$ cat src/rtl/usb_tx_pkg.sv
// rtl/usb_tx_pkg.sv - shared types and constants for the USB full-speed TX sequencer
package usb_tx_pkg;

    typedef enum logic [2:0] {
        CMD_NONE  = 3'd0,
        CMD_DATA0 = 3'd1,
        CMD_DATA1 = 3'd2,
        CMD_ACK   = 3'd3,
        CMD_NAK   = 3'd4,
        CMD_STALL = 3'd5,
        CMD_RSV6  = 3'd6,
        CMD_RSV7  = 3'd7
    } tx_cmd_t;

    typedef enum logic [3:0] {
        ST_IDLE,
        ST_SYNC,
        ST_PID,
        ST_FETCH,
        ST_LOAD,
        ST_SEND,
        ST_CRC_LO,
        ST_CRC_HI,
        ST_EOP,
        ST_DONE,
        ST_ERROR,
        ST_WAIT_CLR
    } tx_state_t;

    localparam logic [7:0]  SYNC_BYTE       = 8'h80;
    localparam logic [7:0]  PID_DATA0       = 8'hC3;
    localparam logic [7:0]  PID_DATA1       = 8'h4B;
    localparam logic [7:0]  PID_ACK         = 8'hD2;
    localparam logic [7:0]  PID_NAK         = 8'h5A;
    localparam logic [7:0]  PID_STALL       = 8'h1E;
    localparam logic [15:0] CRC16_POLY_REFL = 16'hA001;
    localparam logic [15:0] CRC16_INIT      = 16'hFFFF;

    function automatic logic is_data_cmd(input tx_cmd_t cmd);
        return (cmd == CMD_DATA0) || (cmd == CMD_DATA1);
    endfunction

    function automatic logic is_invalid_cmd(input tx_cmd_t cmd);
        return (cmd == CMD_RSV6) || (cmd == CMD_RSV7);
    endfunction

    // PID byte already carries its check nibble, so it goes out unchanged
    function automatic logic [7:0] pid_byte(input tx_cmd_t cmd);
        case (cmd)
            CMD_DATA0: return PID_DATA0;
            CMD_DATA1: return PID_DATA1;
            CMD_ACK:   return PID_ACK;
            CMD_NAK:   return PID_NAK;
            CMD_STALL: return PID_STALL;
            default:   return 8'h00;
        endcase
    endfunction

endpackage

$ cat src/rtl/usb_crc16.sv
// rtl/usb_crc16.sv - CRC-16/USB accumulator folding one byte per cycle, LSB first
module usb_crc16
    import usb_tx_pkg::*;
(
    input  logic        clk,
    input  logic        n_rst,
    input  logic        clear,
    input  logic        enable,
    input  logic [7:0]  data,
    output logic [15:0] crc
);

    logic [15:0] r_crc;
    logic [15:0] w_fold;

    // Eight reflected shift steps unrolled so a whole byte folds in one clock
    always_comb begin
        w_fold = r_crc;
        for (int i = 0; i < 8; i++) begin
            if (w_fold[0] ^ data[i]) begin
                w_fold = (w_fold >> 1) ^ CRC16_POLY_REFL;
            end else begin
                w_fold = w_fold >> 1;
            end
        end
    end

    // Running remainder; clear wins over enable so a new packet always starts from the seed
    always_ff @(posedge clk or negedge n_rst) begin
        if (!n_rst) begin
            r_crc <= CRC16_INIT;
        end else if (clear) begin
            r_crc <= CRC16_INIT;
        end else if (enable) begin
            r_crc <= w_fold;
        end
    end

    assign crc = r_crc;

endmodule

$ cat src/rtl/usb_tx_sequencer.sv
// rtl/usb_tx_sequencer.sv - sequences SYNC/PID/payload/CRC16/EOP for one USB FS packet per command
module usb_tx_sequencer
    import usb_tx_pkg::*;
#(
    parameter int MAX_PAYLOAD = 64
)
(
    input  logic       clk,
    input  logic       n_rst,
    input  logic [2:0] tx_packet,
    input  logic [6:0] buffer_occupancy,
    input  logic [7:0] tx_packet_data,
    output logic       get_tx_packet_data,
    output logic       tx_transfer_active,
    output logic       tx_error,
    output logic [7:0] enc_byte,
    output logic       enc_valid,
    input  logic       enc_ready,
    output logic       enc_eop,
    input  logic       enc_eop_done
);

    tx_state_t   r_state;
    tx_cmd_t     r_cmd;
    logic [6:0]  r_len;
    logic [7:0]  r_enc_byte;
    logic        r_enc_valid;
    logic        r_enc_eop;
    logic        r_get;
    logic        r_active;
    logic        r_error;

    tx_cmd_t     w_cmd;
    logic        w_hs;
    logic        w_len_err;
    logic [15:0] w_crc;
    logic        w_crc_clear;
    logic        w_crc_enable;

    assign w_cmd        = tx_cmd_t'(tx_packet);
    assign w_hs         = r_enc_valid & enc_ready;
    assign w_len_err    = is_data_cmd(w_cmd) && (buffer_occupancy > 7'(MAX_PAYLOAD));
    assign w_crc_clear  = (r_state == ST_IDLE);
    assign w_crc_enable = (r_state == ST_LOAD);

    usb_crc16 u_crc (
        .clk    (clk),
        .n_rst  (n_rst),
        .clear  (w_crc_clear),
        .enable (w_crc_enable),
        .data   (tx_packet_data),
        .crc    (w_crc)
    );

    // Packet sequencer; every output is a register updated on the transition that needs it
    always_ff @(posedge clk or negedge n_rst) begin
        if (!n_rst) begin
            r_state     <= ST_IDLE;
            r_cmd       <= CMD_NONE;
            r_len       <= 7'd0;
            r_enc_byte  <= 8'h00;
            r_enc_valid <= 1'b0;
            r_enc_eop   <= 1'b0;
            r_get       <= 1'b0;
            r_active    <= 1'b0;
            r_error     <= 1'b0;
        end else begin
            case (r_state)
                ST_IDLE: begin
                    if (w_cmd != CMD_NONE) begin
                        r_cmd    <= w_cmd;
                        r_len    <= buffer_occupancy;
                        r_active <= 1'b1;
                        if (is_invalid_cmd(w_cmd) || w_len_err) begin
                            r_state <= ST_ERROR;
                            r_error <= 1'b1;
                        end else begin
                            r_state     <= ST_SYNC;
                            r_enc_valid <= 1'b1;
                            r_enc_byte  <= SYNC_BYTE;
                        end
                    end
                end
                ST_SYNC: begin
                    if (w_hs) begin
                        r_state    <= ST_PID;
                        r_enc_byte <= pid_byte(r_cmd);
                    end
                end
                ST_PID: begin
                    if (w_hs) begin
                        if (!is_data_cmd(r_cmd)) begin
                            r_state     <= ST_EOP;
                            r_enc_valid <= 1'b0;
                            r_enc_eop   <= 1'b1;
                        end else if (r_len != 7'd0) begin
                            r_state     <= ST_FETCH;
                            r_enc_valid <= 1'b0;
                            r_get       <= 1'b1;
                        end else begin
                            // Empty payload: CRC is still the seed, so this sends 00 00
                            r_state    <= ST_CRC_LO;
                            r_enc_byte <= ~w_crc[7:0];
                        end
                    end
                end
                ST_FETCH: begin
                    r_state <= ST_LOAD;
                    r_get   <= 1'b0;
                end
                ST_LOAD: begin
                    // Buffer data is valid this cycle; the CRC block folds the same byte now
                    r_state     <= ST_SEND;
                    r_enc_byte  <= tx_packet_data;
                    r_len       <= r_len - 7'd1;
                    r_enc_valid <= 1'b1;
                end
                ST_SEND: begin
                    if (w_hs) begin
                        if (r_len != 7'd0) begin
                            r_state     <= ST_FETCH;
                            r_enc_valid <= 1'b0;
                            r_get       <= 1'b1;
                        end else begin
                            r_state    <= ST_CRC_LO;
                            r_enc_byte <= ~w_crc[7:0];
                        end
                    end
                end
                ST_CRC_LO: begin
                    if (w_hs) begin
                        r_state    <= ST_CRC_HI;
                        r_enc_byte <= ~w_crc[15:8];
                    end
                end
                ST_CRC_HI: begin
                    if (w_hs) begin
                        r_state     <= ST_EOP;
                        r_enc_valid <= 1'b0;
                        r_enc_eop   <= 1'b1;
                    end
                end
                ST_EOP: begin
                    if (enc_eop_done) begin
                        r_state   <= ST_DONE;
                        r_enc_eop <= 1'b0;
                    end
                end
                ST_DONE: begin
                    r_state  <= ST_WAIT_CLR;
                    r_active <= 1'b0;
                end
                ST_ERROR: begin
                    r_state  <= ST_WAIT_CLR;
                    r_error  <= 1'b0;
                    r_active <= 1'b0;
                end
                ST_WAIT_CLR: begin
                    // Hold off until the slave has visibly cleared the command register
                    if (w_cmd == CMD_NONE) begin
                        r_state <= ST_IDLE;
                    end
                end
                default: begin
                    r_state     <= ST_IDLE;
                    r_enc_valid <= 1'b0;
                    r_enc_eop   <= 1'b0;
                    r_get       <= 1'b0;
                    r_active    <= 1'b0;
                    r_error     <= 1'b0;
                end
            endcase
        end
    end

    assign get_tx_packet_data = r_get;
    assign tx_transfer_active = r_active;
    assign tx_error           = r_error;
    assign enc_byte           = r_enc_byte;
    assign enc_valid          = r_enc_valid;
    assign enc_eop            = r_enc_eop;

endmodule

$ cat config.mk
export PLATFORM = sky130hd
export DESIGN_NAME = usb_tx_sequencer
export DESIGN_NICKNAME = d
export VERILOG_FILES = /design/src/rtl/usb_tx_pkg.sv /design/src/rtl/usb_crc16.sv /design/src/rtl/usb_tx_sequencer.sv
export SDC_FILE = /design/constraint.sdc
export NUM_CORES = 1
export LEC_CHECK = 0
export BUFFER_PORTS_ARGS = -buffer_cell sky130_fd_sc_hd__buf_2
export CAP_MARGIN = 0
export CORE_ASPECT_RATIO = 0.6
export CORE_MARGIN = 10
export CORE_UTILIZATION = 45
export CTS_CLUSTER_DIAMETER = 30
export DETAILED_ROUTE_END_ITERATION = 10
export PLACE_DENSITY = 0.67
export SYNTH_ARGS = -nofsm -noshare
export SYNTH_HDL_FRONTEND = slang
export SYNTH_SLANG_ARGS = --single-unit
$ cat constraint.sdc
create_clock -name clk -period 2.1 [get_ports clk]
set_input_delay 0.42 -clock clk [delete_from_list [all_inputs] [get_ports clk]]
set_output_delay 0.42 -clock clk [all_outputs]
set_load 0.05 [all_outputs]
==> flow_summary.ini <==
[status]
outcome = complete, but fails checks
violations = setup timing

[logic_synthesis]
async_flop_share_pct = 100
ys_seq_area_share_pct = 40.3
synthCells = 307
ys_warn_count = 0
synth_compound_area_share_pct = 25.8
synth_xor_area_share_pct = 7.91
yosys.cell_types.count = 54
ys_ff_latch = 43
synth_mux_area_share_pct = 3.31
synthTopCellsByArea = dfrtp_1 (25%), dfstp_2 (15%), xnor2_1 (6.1%), a21oi_1 (5.7%), o21ai_0 (5.0%)
synth_ff_type = dfrtp_1
synth_edf_count = 0
avgSynthCellArea_sq_um = 8.86
synth_top_family_by_area = compound AO/OA/AOI/OAI gates
netlist.area_leader.share_pct = 24.8
netlist_area_sq_um = 2720
syn_nets = 332
yosysTopAreaCell = dfrtp_1
yosys.area_share.simple_pct = 17.5
yosys.area_share.adder_pct = 1.38

[power_and_ir_drop]
clkPwrFrac_pct = 10.0
swShare_pct = 45.4
power_leakage_nw = 1.57
power_frac_comb_pct = 65.7
p_seq_share_pct = 24.2
switchingPower_mw = 3.14
internal_power_mw = 3.77
cellPowerDensity_nw_per_um2 = 1900
ir_worst_vdd_mv = 0.900

[placed_design]
place_ws_ns = -0.205
dp_hpwl_microns = 6770
port_buffers = 34
gp_congestion = 0.942

[timing]
final-hold-violation-count = 0
maxSlewViolCount = 0
hold_ws_ns = 0.0206
period_share_pct = 106
fin_ws_ns = -0.120
worst_slew_margin_rel_pct = 62.5
worst_slew_pin_slew_ns = 0.557
period_minus_slack_ns = 2.22
fmax_mhz = 451
skew_ns = 0.00661
rsz0062_at_grt = true
finalSetupViolCount = 11

[finish]
syn_to_final_growth_pct = 33.3
final_cell_mix = buf_4 (62), buf_2 (34), nor2_1 (31)
diodes = 0
seqCellArea_sq_um = 1100
multiInputGateArea_sq_um = 1640
drive_gt1_share_pct = 38.7
final_common_cell = buf_4
nFillCells = 512
fin_nets = 419

[clock_tree]
cts_tree = done
cts_buffer_depth = 2
h-tree-depth = 2
clkTransAtPathRegs_ns = 0.08
numCtsBuffers = 5
cts_root_buf = clkbuf_8
clock_latency_ns = 0.30
cts.sinks = 43

[global_routing]
overflow = 0
grt_max_degree = 18
grt_use_met3_pct = 6.08
grt.busiest_layer = met1
track_usage_pct = 18.1
grt_pass1_wl_microns = 13900
grt_use_met1_pct = 27.4
antenna_found_initial = 0
grt.met2_usage_pct = 23.6
grt_pass1_vias = 2623

[drt]
routed_wl_microns = 8760
wl_per_cell_microns = 18.4
drt_first_pass_iters = 5
vias = 2760
drt-vias-per-instance = 5.81
postRouteAntennaNets = 0
drc_errors = 0
drt_iter0_markers = 329

[worst_setup_path]
startpoint_type = register
crit_fanout = 8
critical_path_class = register to register
cp.required_ns = 2.29
cp-end-kind = register
crit_arrival_ns = 2.41

[floorplan]
start_util_pct = 47.7
die_h_microns = 80.2
fp-row-count = 21
io_pins = 35
die-area_sq_um = 9660
core_area_sq_um = 5700
die_w_microns = 120

[worst_hold_path]
hp-class = input port to asynchronous set/reset pin

[flow_run]
drv_cap = 0
power by group through the flow:
stage / Clock [mW] / Sequential (mW) / Combinational [mW]
6_report: 0.694 / 1.67 / 4.54
5_1_grt: 0.732 / 1.72 / 4.91
4_1_cts: 0.694 / 1.65 / 4.39
3_5_place_dp: 0 / 1.66 / 4.20
3_3_place_gp: 0 / 1.65 / 4.13
2_1_floorplan: 0 / 1.91 / 2.37
critical path, cell delays in order (launching register included):
cell,delay [ns]
dfrtp_1,0.40
inv_2,0.08
ha_4,0.13
or4b_4,0.49
nor3_4,0.22
a21oi_2,0.07
nor2_1,0.09
and3_4,0.31
mux2_4,0.32
sequential cells by signal (all words and copies together), names as in the netlist, 3 cells and up:
name       cells
r_cmd          3
enc_byte       8
u_crc.crc     16
r_len          7
r_state        4
cell usage after synthesis (all sizes together) (3+ instances only):
library cell,n
a21oi,31
a22o,4
a22oi,4
and2,3
buf,7
clkbuf,9
dfrtp,27
dfstp,16
ha,3
inv,8
mux2,8
nand2,26
nand2b,5
nand3,6
nor2,31
nor3,8
o211ai,10
o21ai,29
o22a,10
o22ai,3
o32ai,3
or3,4
xnor2,19
xor2,3
through the flow:
stage                     area [sq um]  power [mW]  TNS, ns  instances  utilization [%]
after floorplan                   2750        4.28   -0.211        307                -
after global placement            3370        5.78    -1.26        460             59.2
after detailed placement          3370        5.86    -1.78        460             59.2
after CTS                         3560        6.73   -0.685        471             62.5
after global routing              3630        7.36    -1.65        475             63.6
final                             3630        6.91    -1.03        475             63.6
what timing repair did:
action,in CTS,in global routing
setup buffers,4,4
pin swaps,6,9
hold buffers,0,0
hold endpoints to repair,0,0
setup endpoints to repair,12,15
gates resized for setup,14,6
worst paths after layout:
kind	from	end	slack (ns)	cells after the start
setup / recovery	r_len[1]	enc_byte[0]	-0.12	8
hold / removal	n_rst	r_len[2]	0.02	1
setup reg to reg	r_len[1]	enc_byte[0]	-0.12	8
hold reg to reg	enc_byte[5]	enc_byte[5]	0.51	1
max in group asynchronous	n_rst	u_crc.crc[3]	1.48	2
min in group clk	tx_packet[2]	r_cmd[2]	0.40	2
per-layer routing:
layer  vias up  wire (microns)  part of all wire (%)
met5         -               0                     0
met4         0              76                  0.87
met3         9             927                    11
met2       137            3460                    40
met1      1313            4290                    49
li1       1301               -                     -
layout make-up:
type | instances | share of cell area (%)
Clock buffer | 6 | 2.28
Multi-Input combinational cell | 239 | 45.3
Clock inverter | 2 | 0.966
Timing Repair Buffer | 96 | 17.5
Tap cell | 80 | 2.76
Inverter | 9 | 0.931
Sequential cell | 43 | 30.2
kinds of logic after synthesis:
group | count (synthesis)
muxes | 8
adders and majority gates | 3
xor gates and xnor gates | 23
and+or+nand+nor | 96
DFF | 43
AOI/OAI and AO/OA | 109
buffers and inverters | 25
Power figures use the tool's default switching activity.
